File: config.mk
export PLATFORM = sky130hd
export DESIGN_NAME = if_unit
export DESIGN_NICKNAME = d
export VERILOG_FILES = /design/src/rtl/if_unit.sv
export SDC_FILE = /design/constraint.sdc
export NUM_CORES = 1
export LEC_CHECK = 0
export CAP_MARGIN = 20
export CORE_MARGIN = 1.5
export CORE_UTILIZATION = 54
export CTS_CLUSTER_DIAMETER = 150
export CTS_CLUSTER_SIZE = 28
export DETAILED_ROUTE_END_ITERATION = 6
export PLACE_DENSITY = 0.85
export SYNTH_ARGS = -nofsm -noshare
export SYNTH_HDL_FRONTEND = slang
export SYNTH_SLANG_ARGS = --single-unit
File: constraint.sdc
create_clock -name clk -period 2.73 [get_ports clk]
set_input_delay 0.273 -clock clk [delete_from_list [all_inputs] [get_ports clk]]
set_output_delay 0.273 -clock clk [all_outputs]
set_load 0.03 [all_outputs]
File: src/rtl/if_unit.sv
// Instruction fetch unit: prefetch queue feeding the decoder over a valid/ready handshake.
// Optional starvation counter (stall_cnt port) is built when IF_PERF_CNT_EN is defined.
module if_unit #(
    parameter int                ADDR_W   = 16,
    parameter int                DEPTH    = 2,
    parameter logic [ADDR_W-1:0] RESET_PC = '0
) (
    input  logic              clk,
    input  logic              rst_n,
    output logic              mem_req,
    output logic [ADDR_W-1:0] mem_addr,
    input  logic              mem_ack,
    input  logic [15:0]       mem_rdata,
    output logic              i_valid,
    output logic [15:0]       i_reg,
    input  logic              i_ready,
    input  logic              redirect,
    input  logic [ADDR_W-1:0] redirect_pc,
    input  logic              halt
`ifdef IF_PERF_CNT_EN
    ,
    output logic [15:0]       stall_cnt
`endif
);

    localparam int PTR_W = (DEPTH > 1) ? $clog2(DEPTH) : 1;
    localparam int CNT_W = $clog2(DEPTH + 1);

    typedef enum logic [1:0] {
        S_IDLE,
        S_WAIT,
        S_DRAIN
    } state_t;

    state_t            state_q, state_d;
    logic [ADDR_W-1:0] pc_q, pc_d;
    logic              mem_req_q, mem_req_d;
    logic [ADDR_W-1:0] mem_addr_q, mem_addr_d;
    logic              halted_q, halted_d;
    logic [CNT_W-1:0]  count_q, count_d;
    logic [PTR_W-1:0]  head_q, head_d;
    logic [PTR_W-1:0]  tail_q, tail_d;
    logic [15:0]       queue_q [DEPTH];
    logic [15:0]       queue_d [DEPTH];

    logic              do_issue;
    logic              do_push;
    logic              do_pop;

    // A slot is reserved at issue time, so only one request is ever in flight
    // and the push on its acknowledge always finds room.
    always_comb begin
        state_d    = state_q;
        pc_d       = pc_q;
        mem_req_d  = mem_req_q;
        mem_addr_d = mem_addr_q;
        halted_d   = halted_q;
        count_d    = count_q;
        head_d     = head_q;
        tail_d     = tail_q;
        queue_d    = queue_q;

        do_issue = (state_q == S_IDLE) && !redirect && !halted_q && !halt &&
                   (count_q < CNT_W'(DEPTH));
        do_push  = (state_q == S_WAIT) && mem_ack && !redirect;
        do_pop   = (count_q != '0) && i_ready && !redirect;

        case (state_q)
            S_IDLE: begin
                if (do_issue) begin
                    mem_req_d  = 1'b1;
                    mem_addr_d = pc_q;
                    state_d    = S_WAIT;
                end
            end
            S_WAIT: begin
                if (mem_ack) begin
                    mem_req_d = 1'b0;
                    state_d   = S_IDLE;
                    pc_d      = pc_q + ADDR_W'(1);
                end else if (redirect) begin
                    state_d = S_DRAIN;
                end
            end
            S_DRAIN: begin
                if (mem_ack) begin
                    mem_req_d = 1'b0;
                    state_d   = S_IDLE;
                end
            end
            default: begin
                state_d   = S_IDLE;
                mem_req_d = 1'b0;
            end
        endcase

        if (do_push) begin
            queue_d[tail_q] = mem_rdata;
            tail_d          = tail_q + PTR_W'(1);
        end
        if (do_pop) begin
            head_d = head_q + PTR_W'(1);
        end
        if (do_push && !do_pop) begin
            count_d = count_q + CNT_W'(1);
        end else if (do_pop && !do_push) begin
            count_d = count_q - CNT_W'(1);
        end

        if (halt) begin
            halted_d = 1'b1;
        end

        // Redirect wins over everything: the in-flight word (if any) is dropped
        // by DRAIN or by skipping the push above.
        if (redirect) begin
            pc_d     = redirect_pc;
            halted_d = 1'b0;
            count_d  = '0;
            head_d   = '0;
            tail_d   = '0;
        end
    end

    always_ff @(posedge clk) begin
        if (!rst_n) begin
            state_q    <= S_IDLE;
            pc_q       <= RESET_PC;
            mem_req_q  <= 1'b0;
            mem_addr_q <= RESET_PC;
            halted_q   <= 1'b0;
            count_q    <= '0;
            head_q     <= '0;
            tail_q     <= '0;
            for (int i = 0; i < DEPTH; i++) begin
                queue_q[i] <= '0;
            end
        end else begin
            state_q    <= state_d;
            pc_q       <= pc_d;
            mem_req_q  <= mem_req_d;
            mem_addr_q <= mem_addr_d;
            halted_q   <= halted_d;
            count_q    <= count_d;
            head_q     <= head_d;
            tail_q     <= tail_d;
            queue_q    <= queue_d;
        end
    end

    assign mem_req  = mem_req_q;
    assign mem_addr = mem_addr_q;
    assign i_valid  = (count_q != '0);
    assign i_reg    = queue_q[head_q];

`ifdef IF_PERF_CNT_EN
    logic [15:0] stall_cnt_q, stall_cnt_d;

    // Counts cycles the decoder is starved while fetch is still active.
    always_comb begin
        stall_cnt_d = stall_cnt_q;
        if (!i_valid && !halted_q && (stall_cnt_q != 16'hFFFF)) begin
            stall_cnt_d = stall_cnt_q + 16'd1;
        end
    end

    always_ff @(posedge clk) begin
        if (!rst_n) begin
            stall_cnt_q <= '0;
        end else begin
            stall_cnt_q <= stall_cnt_d;
        end
    end

    assign stall_cnt = stall_cnt_q;
`endif

endmodule

==> run_results.csv, run 1 <==
group,metric,value,unit
detailed_routing,via_per_inst,5.444,
worst_setup_path,crit_path_max_fanout,17,
logic_synthesis,synth.net_count,423,
clock_network,cts_tree,"done",
clock_network,post-cts-setup-buffers,0,
die,die_w,79.97,um
final_layout,nets,489,
global_routing,met1_usage,29.34,%
logic_synthesis,ys_async_sr_fraction,0,%
worst_setup_path,worstSetupStartpointType,"register",
clock_network,clockBufferDepth,2,
job,drv_cap,0,
die,pin_count,72,
timing,setup_tns,0,ns
pwr,power_leakage,1.420,nW
global_routing,use_met2,42.02,%
logic_synthesis,synth_edf_count,0,
clock_network,cts_htree_levels,3,
worst_setup_path,crit_arrival,1.90,ns
logic_synthesis,synth_cell_type_count,32,
global_routing,grt_antenna_before_repair,0,
logic_synthesis,syn_area,0.003199,mm^2
detailed_routing,dr.pass1.iters,4,
global_routing,grt_start_max_net_pins,70,
logic_synthesis,ys_ff_latch,72,
final_layout,final.fill_count,435,
pwr,ir_drop,0.3070,mV
global_routing,grt_pass1_vias,2708,
clock_network,cts_resized,0,
final_layout,fin_util,73.61,%
logic_synthesis,yosysSeqAreaShare,45.05,%
global_routing,use_met3,4.686,%
timing,worst_pin_slew,0.6755,ns
place,post-dp-hpwl,4958,um
logic_synthesis,syn_inst,380,
final_layout,areaGrowthSynthToFinish,29.02,%
outcome,run_status,"finished, final reports clean",
final_layout,drive_above_1_share,8.426,%
worst_setup_path,end_kind,"output port",
clock_network,cts_hold_buf,0,
detailed_routing,drc,0,
pwr,p_total,2.086,mW
pwr,p_per_area,505.4,mW/mm^2
final_layout,diodes,0,
clock_network,clk_latency,0.34,ns
global_routing,groute.usage.overall,24.50,%
die,row_count,27,
final_layout,fin_cells,523,
place,dp.cells,507,
timing,final-max-slew-violation-count,0,
place,numPortBuffers,71,
final_layout,multi_input_area,0.001655,mm^2
die,die_h,79.97,um
timing,hold_viol,0,
worst_setup_path,r2r_slack,0.74,ns
global_routing,grt_overflow,0,
logic_synthesis,avgSynthCellArea,8.419,um^2
timing,setup_violations,0,
place,gp_congestion,0.8144,
timing,fmax,0.4602,GHz
detailed_routing,wl_per_cell,14.23,um
global_routing,busiest_layer,"met2",
clock_network,cts_sinks,72,
global_routing,grt_pass1_wl,12160,um
die,die-area,0.006395,mm^2
min_path,hold_path.class,"reg -> reg",
logic_synthesis,yosys_warnings,0,
detailed_routing,totalWireLength,7441,um
detailed_routing,drtAntennaViolNets,0,
clock_network,root_buffer,"clkbuf_8",
clock_network,cts_buffers,9,
timing,finalClockSkew,0.007687,ns
logic_synthesis,ys.flop_type,"dfxtp_1",
detailed_routing,via_count,2847,
die,start_util,57.05,%
worst_setup_path,timing_worst_setup_path_type,"reg -> out",
die,core,0.005608,mm^2
clock_network,cts.clk_slew.worst_paths,0.07,ns
timing,timing.slew.headroom,54.97,%
timing,period_needed,2.173,ns
timing,rsz0062_at_grt,"false",
worst_setup_path,crit_required,2.46,ns
final_layout,seq_area,0.001441,mm^2
timing,period_share,79.59,%
detailed_routing,drt_iter0_markers,120,
==> through the flow <==
| step | area, um^2 | hold slack [ns] | setup WS (ns) |
|---|---|---|---|
| after floorplan | 3199 | 0.4078 | 0.9787 |
| after global placement | 3961 | 0.4370 | 0.6069 |
| after detailed placement | 3961 | 0.4570 | 0.5704 |
| after CTS | 4128 | 0.4665 | 0.5345 |
| after global routing | 4128 | 0.4910 | 0.4875 |
| final | 4128 | 0.4667 | 0.5572 |
==> final cells by class <==
| cell class | count | share of cell area [%] |
|---|---|---|
| Multi-Input combinational cell | 280 | 40.10 |
| Sequential cell | 72 | 34.92 |
| Timing Repair Buffer | 76 | 18.13 |
| Clock buffer | 13 | 3.607 |
| Tap cell | 72 | 2.182 |
| Inverter | 7 | 0.6366 |
| Clock inverter | 3 | 0.4244 |
==> synth_stat cells (2+ instances only) <==
library cell	instances	area share (%)
mux2i_1	2	0.63
nand4_1	3	0.59
or3_1	3	0.59
a21boi_0	48	11
nor3_1	4	0.63
dfxtp_1	72	45
nand4_2	2	0.78
inv_1	7	0.82
nor4_1	4	0.78
nor2_1	10	1.2
a31oi_1	2	0.39
ha_1	5	2.0
a21oi_1	15	2.3
nand2b_1	3	0.59
and2_1	3	0.59
buf_2	2	0.31
o21ai_0	20	3.1
nand2_1	106	12
nand3_1	7	1.1
mux2_2	16	5.6
xor2_1	6	1.6
xnor2_1	11	3.0
or4_1	2	0.47
clkbuf_1	19	2.2
==> power breakdown <==
part           leakage [nW]  switching [mW]  total [mW]  internal [mW]
Combinational         0.751           0.119       0.240          0.121
Clock                0.0834           0.378       0.731          0.353
Sequential            0.586          0.0321        1.11           1.08
==> sequential cells by signal, indices dropped and copies added (netlist names) <==
register	count
mem_addr	16
count_q	2
queue_q	32
pc_q	16
head_q	1
tail_q	1
halted_q	1
state_q	2
mem_req	1
==> logic make-up (layout without fill, tap and decap cells) <==
logic type	Yosys count	after routing	synth area share, %
adders and majority gates	5	5	1.955
AOI/OAI and AO/OA	88	88	17.91
muxes	18	18	6.257
and+or+nand+nor	152	152	20.81
xor gates and xnor gates	17	17	4.654
DFF	72	72	45.05
buffers and inverters	28	99	3.364
==> worst max-delay path, stage by stage, from the launching register on <==
cell	delay [ns]
dfxtp_1	0.32
buf_4	0.25
mux2_2	0.38
clkdlybuf4s50_1	0.61
==> final timing paths <==
kind                                 start                        to  cells past startpoint
setup reg to reg   state_q[1]$_SDFFE_PN0P_     pc_q[15]$_SDFFE_PN0P_                      6
hold / removal    queue_q[23]$_SDFFE_PN0P_  queue_q[23]$_SDFFE_PN0P_                      2
hold reg to reg   queue_q[23]$_SDFFE_PN0P_  queue_q[23]$_SDFFE_PN0P_                      2
setup / recovery       head_q$_SDFFE_PP0P_                 i_reg[15]                      3
==> placed cells by master (no fill, tap or decap), types with 2 or more instances in the layout <==
cell             count
a31oi_1              2
inv_1                7
and2_1               3
xor2_1               6
nand2b_1             3
nor2_1              10
clkinv_2             2
or4_1                2
nand2_1            106
buf_4                5
nor3_1               3
a21boi_0            48
clkbuf_8            10
nand4_2              2
mux2_2              16
xnor2_1             11
o21ai_0             20
clkdlybuf4s50_1     71
a21oi_1             15
ha_1                 5
nor4_1               4
nand3_1              7
dfxtp_1             72
clkbuf_1             3
mux2i_1              2
nand4_1              3
or3_1                3
==> per-layer routing <==
metal | up-vias | routed length [um]
met2 | 98 | 3661
li1 | 1411 | -
met5 | - | 0
met3 | 16 | 426
met1 | 1322 | 3202
met4 | 0 | 150
No activity file was read; power rests on OpenSTA's default activity.
==> inputs of run 2 (changes only) <==
Settings changed: CORE_UTILIZATION 54 to 50, PLACE_DENSITY 0.85 to 0.79.
Clock period 2.73 ns to 2.2 ns, I/O delays scaled along.
==> run 2 against run 1 <==
- worst hold slack lost 0.0046 ns
- utilization shrank 4.5 points
- die area grew 7.7%
- wire length is 2.9% lower
- highest routed layer unchanged
==> run_results.csv, run 2 (same netlist as run 1, synthesis figures left out) <==
group,metric,value,unit
outcome,run_status,"finished, final reports clean",
final_layout,final.fill_count,504,
timing,rsz0062_at_grt,"false",
pwr,p_per_area,609.6,mW/mm^2
clock_network,cts_sinks,72,
worst_setup_path,crit_arrival,1.89,ns
clock_network,root_buffer,"clkbuf_8",
die,row_count,28,
timing,period_needed,2.113,ns
global_routing,grt_pass1_vias,2713,
timing,timing.slew.headroom,48.91,%
detailed_routing,drt_iter0_markers,116,
detailed_routing,drtAntennaViolNets,0,
final_layout,largest_reg_flops,32,
clock_network,cts_tree,"done",
timing,final-max-slew-violation-count,0,
die,start_util,52.79,%
global_routing,grt_antenna_before_repair,0,
clock_network,clk_latency,0.34,ns
final_layout,areaGrowthSynthToFinish,30.86,%
clock_network,post-cts-setup-buffers,0,
detailed_routing,via_per_inst,5.205,
place,post-dp-hpwl,4975,um
place,gp_congestion,0.8401,
pwr,ir_drop,0.4079,mV
worst_setup_path,crit_required,1.98,ns
final_layout,diodes,0,
final_layout,seq_area,0.001441,mm^2
global_routing,groute.usage.overall,21.60,%
final_layout,mostFrequentLayoutCells,"nand2_1 (106), dfxtp_1 (72), clkdlybuf4s50_1 (62)",
die,die_w,82.99,um
final_layout,regMostFlops,"queue_q",
pwr,power_leakage,1.598,nW
detailed_routing,via_count,2769,
place,numPortBuffers,71,
worst_setup_path,end_kind,"output port",
final_layout,multi_input_area,0.001655,mm^2
clock_network,cts.clk_slew.worst_paths,0.07,ns
final_layout,nets,496,
detailed_routing,totalWireLength,7225,um
detailed_routing,dr.pass1.iters,6,
min_path,hold_path.class,"reg -> reg",
global_routing,grt_pass1_wl,12350,um
final_layout,drive_above_1_share,10.07,%
final_layout,final_common_cell,"nand2_1",
clock_network,cts_htree_levels,3,
die,die_h,82.99,um
timing,setup_violations,0,
timing,finalClockSkew,0.008100,ns
die,pin_count,72,
die,core,0.006061,mm^2
timing,fmax,0.4732,GHz
worst_setup_path,crit_path_max_fanout,16,
worst_setup_path,worstSetupStartpointType,"register",
timing,setup_tns,0,ns
detailed_routing,wl_per_cell,13.58,um
clock_network,cts_buffers,9,
global_routing,grt_overflow,0,
pwr,p_total,2.552,mW
clock_network,clockBufferDepth,2,
detailed_routing,drc,0,
worst_setup_path,timing_worst_setup_path_type,"reg -> out",
die,die-area,0.006887,mm^2
timing,period_share,96.06,%
job,drv_cap,0,
timing,worst_pin_slew,0.7663,ns
timing,hold_viol,0,
global_routing,grt_start_max_net_pins,49,
==> run 2: cell types whose count changed in the layout (fill, tap and decap cells not counted) <==
cell,previous run,this run
buf_4,5,12
dlymetal6s2s_1,0,8
clkbuf_8,10,9
clkbuf_1,3,2
clkbuf_2,0,1
clkdlybuf4s50_1,71,62
clkinv_2,2,3
==> run 2: critical path: stages (launching register included) <==
cell             delay, ns
dfxtp_1               0.34
buf_4                 0.26
mux2_2                0.36
clkdlybuf4s50_1       0.59
==> run 2: report_power, final <==
group / switching (mW) / leakage, nW / internal, mW
logic: 0.150 / 0.933 / 0.155
clock network: 0.468 / 0.0789 / 0.398
registers: 0.0379 / 0.586 / 1.34
==> run 2: layer usage <==
metal / vias to the layer above / global-route usage [%] / routed length [um]
met4: 0 / 8.182 / 75
met2: 65 / 37.10 / 3451
met1: 1280 / 27.00 / 3421
li1: 1417 / - / -
met5: - / 0 / 0
met3: 7 / 3.777 / 277
==> run 2: stage by stage <==
stage               cells  cell area [um^2]  hold slack [ns]  util (%)  worst slack, ns
CTS                   532              4167           0.4544     68.74          0.03340
global placement      517              4013           0.4389     66.21           0.2836
floorplan             380              3199           0.3548         -           0.4487
finish                532              4187           0.4621     69.08          0.08662
detailed placement    517              4013           0.4559     66.21           0.1884
global route          532              4187           0.4759     69.08         0.002255
==> run 2: final timing paths <==
check	startpoint	endpoint	slack, ns	depth (start not counted)
max reg2reg	state_q[1]$_SDFFE_PN0P_	pc_q[15]$_SDFFE_PN0P_	0.29	6
min	mem_addr[0]$_SDFFE_PN0P_	mem_addr[0]$_SDFFE_PN0P_	0.46	2
max	head_q$_SDFFE_PP0P_	i_reg[6]	0.09	3
min reg2reg	mem_addr[0]$_SDFFE_PN0P_	mem_addr[0]$_SDFFE_PN0P_	0.46	2
==> run 2: timing repair <==
action                     4_1_cts  5_1_grt
hold buffers                     0        0
resized for setup                0        8
setup endpoints to repair        0        8
==> run 2: cell type report <==
| type | instances | share of cell area, % |
|---|---|---|
| multi-input combinational | 280 | 39.54 |
| sequential | 72 | 34.43 |
| timing repair buffer | 83 | 19.49 |
| clock buffer | 11 | 3.138 |
| tap | 75 | 2.241 |
| inverter | 7 | 0.6276 |
| clock inverter | 4 | 0.5380 |
